<file path="config.mk">
export PLATFORM = sky130hd
export DESIGN_NAME = if_id_queue_flat
export DESIGN_NICKNAME = d
export VERILOG_FILES = /design/src/rtl/if_id_queue_pkg.sv /design/src/rtl/if_id_queue_if.sv /design/src/rtl/if_id_queue_fifo.sv /design/src/rtl/if_id_queue.sv /design/src/flat_wrapper.sv
export SDC_FILE = /design/constraint.sdc
export NUM_CORES = 1
export LEC_CHECK = 0
export BUFFER_PORTS_ARGS = -buffer_cell sky130_fd_sc_hd__buf_4
export CAP_MARGIN = 20
export CORE_ASPECT_RATIO = 0.7
export CORE_MARGIN = 2
export CORE_UTILIZATION = 62
export CTS_BUF_LIST = sky130_fd_sc_hd__clkbuf_16
export DETAILED_ROUTE_END_ITERATION = 16
export PLACE_DENSITY = 0.91
export SYNTH_ARGS = -nofsm -noshare
export SYNTH_HDL_FRONTEND = slang
export SYNTH_SLANG_ARGS = --single-unit
</file>
<file path="constraint.sdc">
create_clock -name clk -period 4.85 [get_ports clk]
set_input_delay 0.2425 -clock clk [delete_from_list [all_inputs] [get_ports clk]]
set_output_delay 0.2425 -clock clk [all_outputs]
set_load 0.05 [all_outputs]
</file>
<file path="src/rtl/if_id_queue_pkg.sv">
// rtl/if_id_queue_pkg.sv - shared pipeline constants and helpers for the IF/ID queue
`ifndef RstEnable
`define RstEnable 1'b1
`endif
`ifndef ZeroWord
`define ZeroWord 32'h0000_0000
`endif
`ifndef PC_INIT_ADDR
`define PC_INIT_ADDR 32'h0000_0000
`endif
`ifndef InstAddrBus
`define InstAddrBus 31:0
`endif
`ifndef InstBus
`define InstBus 31:0
`endif
`ifndef Stop
`define Stop 1'b1
`endif
`ifndef NoStop
`define NoStop 1'b0
`endif

package if_id_queue_pkg;

    localparam int DEF_ADDR_W = 32;
    localparam int DEF_INST_W = 32;
    localparam int DEF_DEPTH  = 4;

    // Count must hold 0..DEPTH inclusive, hence DEPTH+1 states.
    function automatic int cnt_width(input int depth);
        return $clog2(depth + 1);
    endfunction

endpackage

</file>
<file path="src/rtl/if_id_queue_if.sv">
// rtl/if_id_queue_if.sv - fetch-side and decode-side signals of the IF/ID queue
interface if_id_queue_if #(
    parameter int ADDR_W = 32,
    parameter int INST_W = 32,
    parameter int DEPTH  = 4
);
    import if_id_queue_pkg::*;

    localparam int CNT_W = cnt_width(DEPTH);

    logic              if_valid;
    logic [ADDR_W-1:0] if_pc;
    logic [INST_W-1:0] if_inst;
    logic              if_ready;
    logic              id_stall;
    logic [ADDR_W-1:0] id_pc;
    logic [INST_W-1:0] id_inst;
    logic              id_valid;
    logic [CNT_W-1:0]  q_count;

    modport master (
        output if_valid, if_pc, if_inst, id_stall,
        input  if_ready, id_pc, id_inst, id_valid, q_count
    );

    modport slave (
        input  if_valid, if_pc, if_inst, id_stall,
        output if_ready, id_pc, id_inst, id_valid, q_count
    );
endinterface

</file>
<file path="src/rtl/if_id_queue_fifo.sv">
// rtl/if_id_queue_fifo.sv - if_id_fifo: circular instruction buffer with pointers and count
module if_id_fifo
    import if_id_queue_pkg::*;
#(
    parameter int WIDTH = 64,
    parameter int DEPTH = 4
) (
    input  logic                         clk,
    input  logic                         rst,
    input  logic                         clr,
    input  logic                         push,
    input  logic                         pop,
    input  logic [WIDTH-1:0]             wdata,
    output logic [WIDTH-1:0]             rdata,
    output logic [cnt_width(DEPTH)-1:0]  count,
    output logic                         full,
    output logic                         empty
);
    localparam int CNT_W = cnt_width(DEPTH);
    localparam int PTR_W = $clog2(DEPTH);

    logic [WIDTH-1:0] mem [DEPTH];
    logic [PTR_W-1:0] wr_ptr;
    logic [PTR_W-1:0] rd_ptr;

    // Pointers wrap naturally because DEPTH is a power of two.
    always_ff @(posedge clk or posedge rst) begin
        if (rst) begin
            wr_ptr <= '0;
            rd_ptr <= '0;
            count  <= '0;
        end else if (clr) begin
            wr_ptr <= '0;
            rd_ptr <= '0;
            count  <= '0;
        end else begin
            if (push) wr_ptr <= wr_ptr + PTR_W'(1);
            if (pop)  rd_ptr <= rd_ptr + PTR_W'(1);
            if (push && !pop)      count <= count + CNT_W'(1);
            else if (pop && !push) count <= count - CNT_W'(1);
        end
    end

    always_ff @(posedge clk) begin
        if (push && !clr) mem[wr_ptr] <= wdata;
    end

    assign rdata = mem[rd_ptr];
    assign full  = (count == CNT_W'(DEPTH));
    assign empty = (count == '0);
endmodule

</file>
<file path="src/rtl/if_id_queue.sv">
// rtl/if_id_queue.sv - IF/ID instruction queue with ID output register; IF_ID_QUEUE_BYPASS_EN enables empty-queue bypass
module if_id_queue
    import if_id_queue_pkg::*;
#(
    parameter int                ADDR_W    = DEF_ADDR_W,
    parameter int                INST_W    = DEF_INST_W,
    parameter int                DEPTH     = DEF_DEPTH,
    parameter logic [ADDR_W-1:0] BUBBLE_PC = `PC_INIT_ADDR
) (
    input  logic         clk,
    input  logic         rst,
    input  logic         flush,
    if_id_queue_if.slave bus
);
    localparam int CNT_W = cnt_width(DEPTH);
    localparam int W     = ADDR_W + INST_W;

    logic [W-1:0]     head;
    logic [CNT_W-1:0] count;
    logic             full;
    logic             empty;
    logic             advance;
    logic             take_in;
    logic             push;
    logic             pop;

    logic [ADDR_W-1:0] id_pc_q;
    logic [INST_W-1:0] id_inst_q;
    logic              id_valid_q;

    assign advance = !bus.id_stall && !flush;
    assign pop     = advance && !empty;

`ifdef IF_ID_QUEUE_BYPASS_EN
    assign take_in = advance && empty && bus.if_valid;
`else
    assign take_in = 1'b0;
`endif

    // A bypassed beat goes straight to ID and must not also be queued.
    assign push = bus.if_valid && !full && !flush && !take_in;

    if_id_fifo #(
        .WIDTH (W),
        .DEPTH (DEPTH)
    ) u_fifo (
        .clk   (clk),
        .rst   (rst),
        .clr   (flush),
        .push  (push),
        .pop   (pop),
        .wdata ({bus.if_pc, bus.if_inst}),
        .rdata (head),
        .count (count),
        .full  (full),
        .empty (empty)
    );

    always_ff @(posedge clk or posedge rst) begin
        if (rst) begin
            id_pc_q    <= '0;
            id_inst_q  <= '0;
            id_valid_q <= 1'b0;
        end else if (flush) begin
            id_pc_q    <= BUBBLE_PC;
            id_inst_q  <= '0;
            id_valid_q <= 1'b0;
        end else if (advance) begin
            if (!empty) begin
                {id_pc_q, id_inst_q} <= head;
                id_valid_q           <= 1'b1;
            end else if (take_in) begin
                id_pc_q    <= bus.if_pc;
                id_inst_q  <= bus.if_inst;
                id_valid_q <= 1'b1;
            end else begin
                id_pc_q    <= BUBBLE_PC;
                id_inst_q  <= '0;
                id_valid_q <= 1'b0;
            end
        end
    end

    // if_ready looks only at the registered count so a stall cannot reach fetch PC logic.
    assign bus.if_ready = !full;
    assign bus.q_count  = count;
    assign bus.id_pc    = id_pc_q;
    assign bus.id_inst  = id_inst_q;
    assign bus.id_valid = id_valid_q;
endmodule

</file>
<file path="src/flat_wrapper.sv">
// flat-port wrapper written by rule: the top's interface ports become plain ports
module if_id_queue_flat import if_id_queue_pkg::*;
#(
    parameter int                ADDR_W    = DEF_ADDR_W,
    parameter int                INST_W    = DEF_INST_W,
    parameter int                DEPTH     = DEF_DEPTH,
    parameter logic [ADDR_W-1:0] BUBBLE_PC = `PC_INIT_ADDR
)
  (clk, rst, flush, bus_if_valid, bus_if_pc, bus_if_inst, bus_id_stall, bus_if_ready, bus_id_pc, bus_id_inst, bus_id_valid, bus_q_count);
  if_id_queue_if #(.ADDR_W(ADDR_W), .INST_W(INST_W), .DEPTH(DEPTH)) bus_i ();
  input  logic clk;
  input  logic rst;
  input  logic flush;
  input wire logic [$bits(bus_i.if_valid)-1:0] bus_if_valid;
  input wire logic [$bits(bus_i.if_pc)-1:0] bus_if_pc;
  input wire logic [$bits(bus_i.if_inst)-1:0] bus_if_inst;
  input wire logic [$bits(bus_i.id_stall)-1:0] bus_id_stall;
  output wire logic [$bits(bus_i.if_ready)-1:0] bus_if_ready;
  output wire logic [$bits(bus_i.id_pc)-1:0] bus_id_pc;
  output wire logic [$bits(bus_i.id_inst)-1:0] bus_id_inst;
  output wire logic [$bits(bus_i.id_valid)-1:0] bus_id_valid;
  output wire logic [$bits(bus_i.q_count)-1:0] bus_q_count;
  assign bus_i.if_valid = bus_if_valid;
  assign bus_i.if_pc = bus_if_pc;
  assign bus_i.if_inst = bus_if_inst;
  assign bus_i.id_stall = bus_id_stall;
  assign bus_if_ready = bus_i.if_ready;
  assign bus_id_pc = bus_i.id_pc;
  assign bus_id_inst = bus_i.id_inst;
  assign bus_id_valid = bus_i.id_valid;
  assign bus_q_count = bus_i.q_count;
  if_id_queue #(.ADDR_W(ADDR_W), .INST_W(INST_W), .DEPTH(DEPTH), .BUBBLE_PC(BUBBLE_PC)) u_core (.clk(clk), .rst(rst), .flush(flush), .bus(bus_i));
endmodule
</file>
# == Word-level counts from Yosys, hierarchy flattened ==
# Memory sizes are Yosys's and may differ from the RTL's.
# Index checks and enable logic that the tools add are counted.
# classes
n_addsub,4
eq_ne,1
n_reduce_logical,18
mux,18
# ops
cell,count
32-bit two-way mux,6
3-bit two-way mux,3
2-bit two-way mux,4
1-bit logical AND,7
1-bit zero test,6
2-bit nonzero test,3
1-bit two-way mux,5
"2-bit by 1-bit adder with 2-bit output, second input constant",2
"3-bit by 1-bit adder with 3-bit output, second input constant",1
"3-bit == test, second input constant",1
3-bit zero test,1
3-bit nonzero test,1
"3-bit by 1-bit subtractor with 3-bit output, second input constant",1
# totals
mem_bits_rw,256
register_bits,72
out_inout_bits,69
in_bits,69
elab_cells,48
n_memories,1
# memory_table
name,words,word_bits,rd,rd_ports_with_merged_regs,wr,line_no,source
u_core.u_fifo.mem,4,64,1,0,1,if_id_queue_fifo.sv:22,logic [WIDTH-1:0] mem [DEPTH];

# == Depth between registers and ports, before layout ==
# depth
depth_word,9
mapped_depth,9
depth_no_buf,8

# == Hierarchy ==
# From an unflattened synthesis, not the netlist that was laid out.
# hier_totals
cells_unflattened,608
hier_area_um2,12344.3
# modules_own_cells
module,cells_per_inst,seq_area_each_um2,area_per_inst_um2,instances
if_id_fifo,380,7862.5,9676.8,1
if_id_queue,228,1626.6,2667.6,1

# == Least setup slack after synthesis ==
# Ideal clock, no wire load.
# synth_path
path_kind,register -> register
from,reg u_core.u_fifo.count[0]
to,mem u_core.u_fifo.mem[0][0] (enable)
required_time_ps,4421
slack_ps,1207
synth_period_minus_slack_ps,3643
t_arrival_ps,3214
setup_ps,429
path_buffers,1
stages_incl_launch_ff,6
path_cell_list,dfrtp_1 buf_2 or3b_1 nand2_1 nor2_1 and2_1
# synth_between
elab_chain_cells,7
# synth_rtl
element,line_no,source
start: declaration,if_id_queue_fifo.sv:15,"output logic [cnt_width(DEPTH)-1:0] count,"
start signal: assignment,if_id_queue_fifo.sv:39,if (push && !pop) count <= count + CNT_W'(1);
start signal: assignment,if_id_queue_fifo.sv:40,else if (pop && !push) count <= count - CNT_W'(1);
3-bit == test,if_id_queue_fifo.sv:49,assign full = (count == CNT_W'(DEPTH));
1-bit zero test,-,
named net bus_if_ready,flat_wrapper.sv:18,output wire logic [$bits(bus_i.if_ready)-1:0] bus_if_ready;
1-bit logical AND (2 in series),if_id_queue.sv:41,assign push = bus.if_valid && !full && !flush && !take_in;
1-bit logical AND,if_id_queue_fifo.sv:45,if (push && !clr) mem[wr_ptr] <= wdata;
1-bit two-way mux,if_id_queue_fifo.sv:45,
1-bit two-way mux (not written as such),if_id_queue_fifo.sv:45,
end: declaration,if_id_queue_fifo.sv:22,
# The timed path passes the listed nets, and every way through them passes these cells.

# == Worst setup path in the final report ==
# layout_path
from,reg u_core.u_fifo.rd_ptr[0]
to,reg u_core.id_pc_q[15] (netlist: u_core.bus.id_pc[15])
# layout_between
elab_chain_cells,4
# layout_rtl
element,line_no,source
start: declaration,if_id_queue_fifo.sv:24,logic [PTR_W-1:0] rd_ptr;
start signal: assignment,if_id_queue_fifo.sv:38,if (pop) rd_ptr <= rd_ptr + PTR_W'(1);
memory read 4 x 64 bit,-,
32-bit two-way mux,if_id_queue.sv:69,if (!empty) begin
32-bit two-way mux,if_id_queue.sv:68,end else if (advance) begin
32-bit two-way mux,if_id_queue.sv:64,end else if (flush) begin
end signal: assignment,if_id_queue.sv:73,id_pc_q <= bus.if_pc;
end: declaration,if_id_queue.sv:27,logic [ADDR_W-1:0] id_pc_q;
# No other way between the ends. The select of a mux whose other input is x is not followed.
# A chain may end at the register's enable or synchronous reset.

==> results.yml <==
yosys:
  synth_edf_count: 256
  ys_seq_elements: 328
  yosys-top-cells-count: "edfxtp_1 (256), dfrtp_1 (72), a22o_1 (64)"
  ys_seq_area_share_pct: 78.48
  synth_cell_types: 35
  synthFlopType: "edfxtp_1"
  syn-num-nets: 621
  netlist.area_leader.share_pct: 63.58
  synth_most_common_cell: "edfxtp_1"
  netlist_area_sq_um: 12090
  synthArstFlopShare_pct: 21.95
  ys.warnings.count: 0
  syn_avg_cell_area_sq_um: 22.11
  synth_area_leaders: "edfxtp_1 (64%), dfrtp_1 (15%), mux4_2 (12%), a22o_1 (4.6%), buf_2 (0.70%)"
  syn-instance-count: 547
  yosys.area.top_type: "edfxtp_1"
place:
  place_inst: 922
  port_buffers: 137
  gp_congestion: 0.7053
  dp_hpwl_mm: 13.36
  dpl-instance-area_sq_um: 13310
sta:
  rsz0062_at_grt: "false"
  period_share_pct: 51.50
  finalSetupViolations: 0
  clock.fmax_mhz: 400.4
  skew_ns: 0.01343
  relSlewSlack_pct: 32.57
  finalCriticalPeriod_ns: 2.498
  setup_tns_ns: 0
  whs_ns: 0.06149
  drv_slew: 0
  hold_viol_final: 0
  worstMarginPinSlew_ns: 1.011
finish:
  nFillCells: 978
  n_antenna_cell: 0
  final_layout_size_suffix_gt1_share_pct: 33.42
  final_area_sq_um: 14870
  instances_no_fill: 1042
  fin_nets: 829
  seq_area_sq_um: 9494
  multi_input_area_sq_um: 2390
  area_growth_pct: 22.94
clocking:
  cts_tree: "done"
  clock_latency_ns: 0.54
  cts.sinks: 328
  cts_buffers: 29
  clockBufferDepth: 3
  postCtsSetupBuffers: 0
  root_buffer: "clkbuf_16"
  cts-htree-levels: 1
  clk_pin_slew_worst_paths_ns: 0.07
drt:
  first_iter_violations: 548
  antenna_left: 0
  num_vias: 6212
  drc_errors: 0
  first_pass_iters: 5
  vias_per_cell: 5.962
  wire_per_inst_um: 23.30
  routed_wirelength_mm: 24.28
worst_setup_path:
  path_cells: "buf_4 > mux4_2 > a22o_1"
  crit_required_ns: 5.27
  slowest_stage: "dfrtp_4"
  critPathMaxFanout: 50
  path_class: "reg2reg"
  critPathCapture: "u_core.bus.id_pc[15]"
  crit-reg2reg-capture: "u_core.bus.id_pc[15]"
  end_kind: "register"
  r2r_slack_ns: 2.35
  cp-startpoint: "u_core.u_fifo.rd_ptr[0]"
  timing.rr.start: "u_core.u_fifo.rd_ptr[0]"
  cp.arrival_ns: 2.92
  startpoint_type: "register"
  r2r_cells: 3
  max_stage_delay_ns: 1.10
run_status:
  status: "finished, final reports clean"
min_path:
  worstHoldPathType: "in2reg"
power:
  power_leakage_nw: 5.491
  peakVddDrop_v: 0.0003678
  power.total_mw: 7.482
  powerDensity_nw_per_um2: 503.3
flow_run:
  maxCapViolCount: 0
die:
  dieArea_sq_um: 20650
  rows: 42
  die_h_um: 120.8
  ios: 138
  die_w_um: 170.9
  fp.coreArea_sq_um: 19020
  start_util_pct: 63.56
grt:
  grt.total_usage_pct: 24.18
  antenna_found_initial: 0
  grt_overflow: 0
  grt_pass1_vias: 6543
  grt_max_degree: 65
  grt_pass1_wl_mm: 37.07
flip-flops by register name (all words and copies together) (netlist names):
name / count
u_core.u_fifo.wr_ptr: 2
u_core.u_fifo.count: 3
u_core.bus.id_valid: 1
u_core.bus.id_inst: 32
u_core.u_fifo.mem: 256
u_core.bus.id_pc: 32
u_core.u_fifo.rd_ptr: 2
routing by layer:
metal | vias up | share of wire (%) | GRT usage [%]
met2 | 244 | 51 | 41.35
met3 | 39 | 6.1 | 4.517
met1 | 3254 | 41 | 33.23
li1 | 2675 | - | -
met4 | 0 | 1.8 | 5.456
met5 | - | 0 | 0
stage by stage:
step,setup slack (ns),util (%)
2_1_floorplan,1.207,-
3_3_place_gp,2.340,69.98
3_5_place_dp,2.287,69.98
4_1_cts,2.269,78.14
5_1_grt,2.138,78.14
6_report,2.352,78.14
kinds of logic after synthesis:
family	synth area share, %
DFF	78.48
AOI/OAI and AO/OA	5.515
muxes	11.95
buffers and inverters	1.956
and+or+nand+nor	1.304
adders and majority gates	0.5795
xor gates and xnor gates	0.2173
critical path: cells and delay by family (launching register included):
| kind | cells | cell delay (ns) |
|---|---|---|
| buffers and inverters | 1 | 0.47 |
| DFF | 1 | 1.10 |
| AOI/OAI and AO/OA | 1 | 0.21 |
| muxes | 1 | 0.59 |
final cells by class:
cell class                      instances  share of cell area [%]
Multi-Input combinational cell        181                   16.08
Tap cell                              264                   2.222
Inverter                                6                  0.1599
Sequential cell                       328                   63.87
Clock inverter                         25                   1.128
Clock buffer                           29                   4.882
Timing Repair Buffer                  209                   11.67
where the power goes:
| part | internal (mW) | leakage [nW] | total (mW) | switching, mW |
|---|---|---|---|---|
| logic | 0.766 | 1.73 | 1.73 | 0.963 |
| clock network | 1.19 | 0.458 | 2.16 | 0.964 |
| registers | 3.31 | 3.30 | 3.60 | 0.286 |
| total | 5.27 | 5.49 | 7.48 | 2.21 |
cells in the final DEF, fill, tap and decap left out, drive strengths merged, types with 2 or more instances in the layout:
master and instances:
a21oi 5, inv 9, a21o 2, nor2 7, a22o 64, nand2b 2, and2 4, nor3 3
nor2b 3, o21ai 4, edfxtp 256, dlygate4sd3 66, ha 4, clkbuf 29, clkinv 19, buf 143
dfrtp 72, xnor2 3, nand2 4, bufinv 2, mux4 64
worst min path at each step:
stage                   start                      end  slack, ns  depth (start not counted)
2_1_floorplan  bus_if_inst[0]  u_core.u_fifo.mem[0][0]       0.34                          0
4_1_cts          bus_if_valid  u_core.u_fifo.wr_ptr[1]       0.03                          3
3_5_place_dp              rst   u_core.bus.id_inst[25]       0.41                          2
5_1_grt          bus_if_valid  u_core.u_fifo.wr_ptr[1]       0.05                          3
3_3_place_gp              rst     u_core.bus.id_pc[30]       0.38                          2
6_report         bus_if_valid  u_core.u_fifo.wr_ptr[1]       0.06                          3
timing repair:
action                                 4_1_cts  5_1_grt
endpoints found under the hold margin      300        0
gates resized for setup                      0        0
hold buffers                                66        0
(Power assumes the default switching activity.)
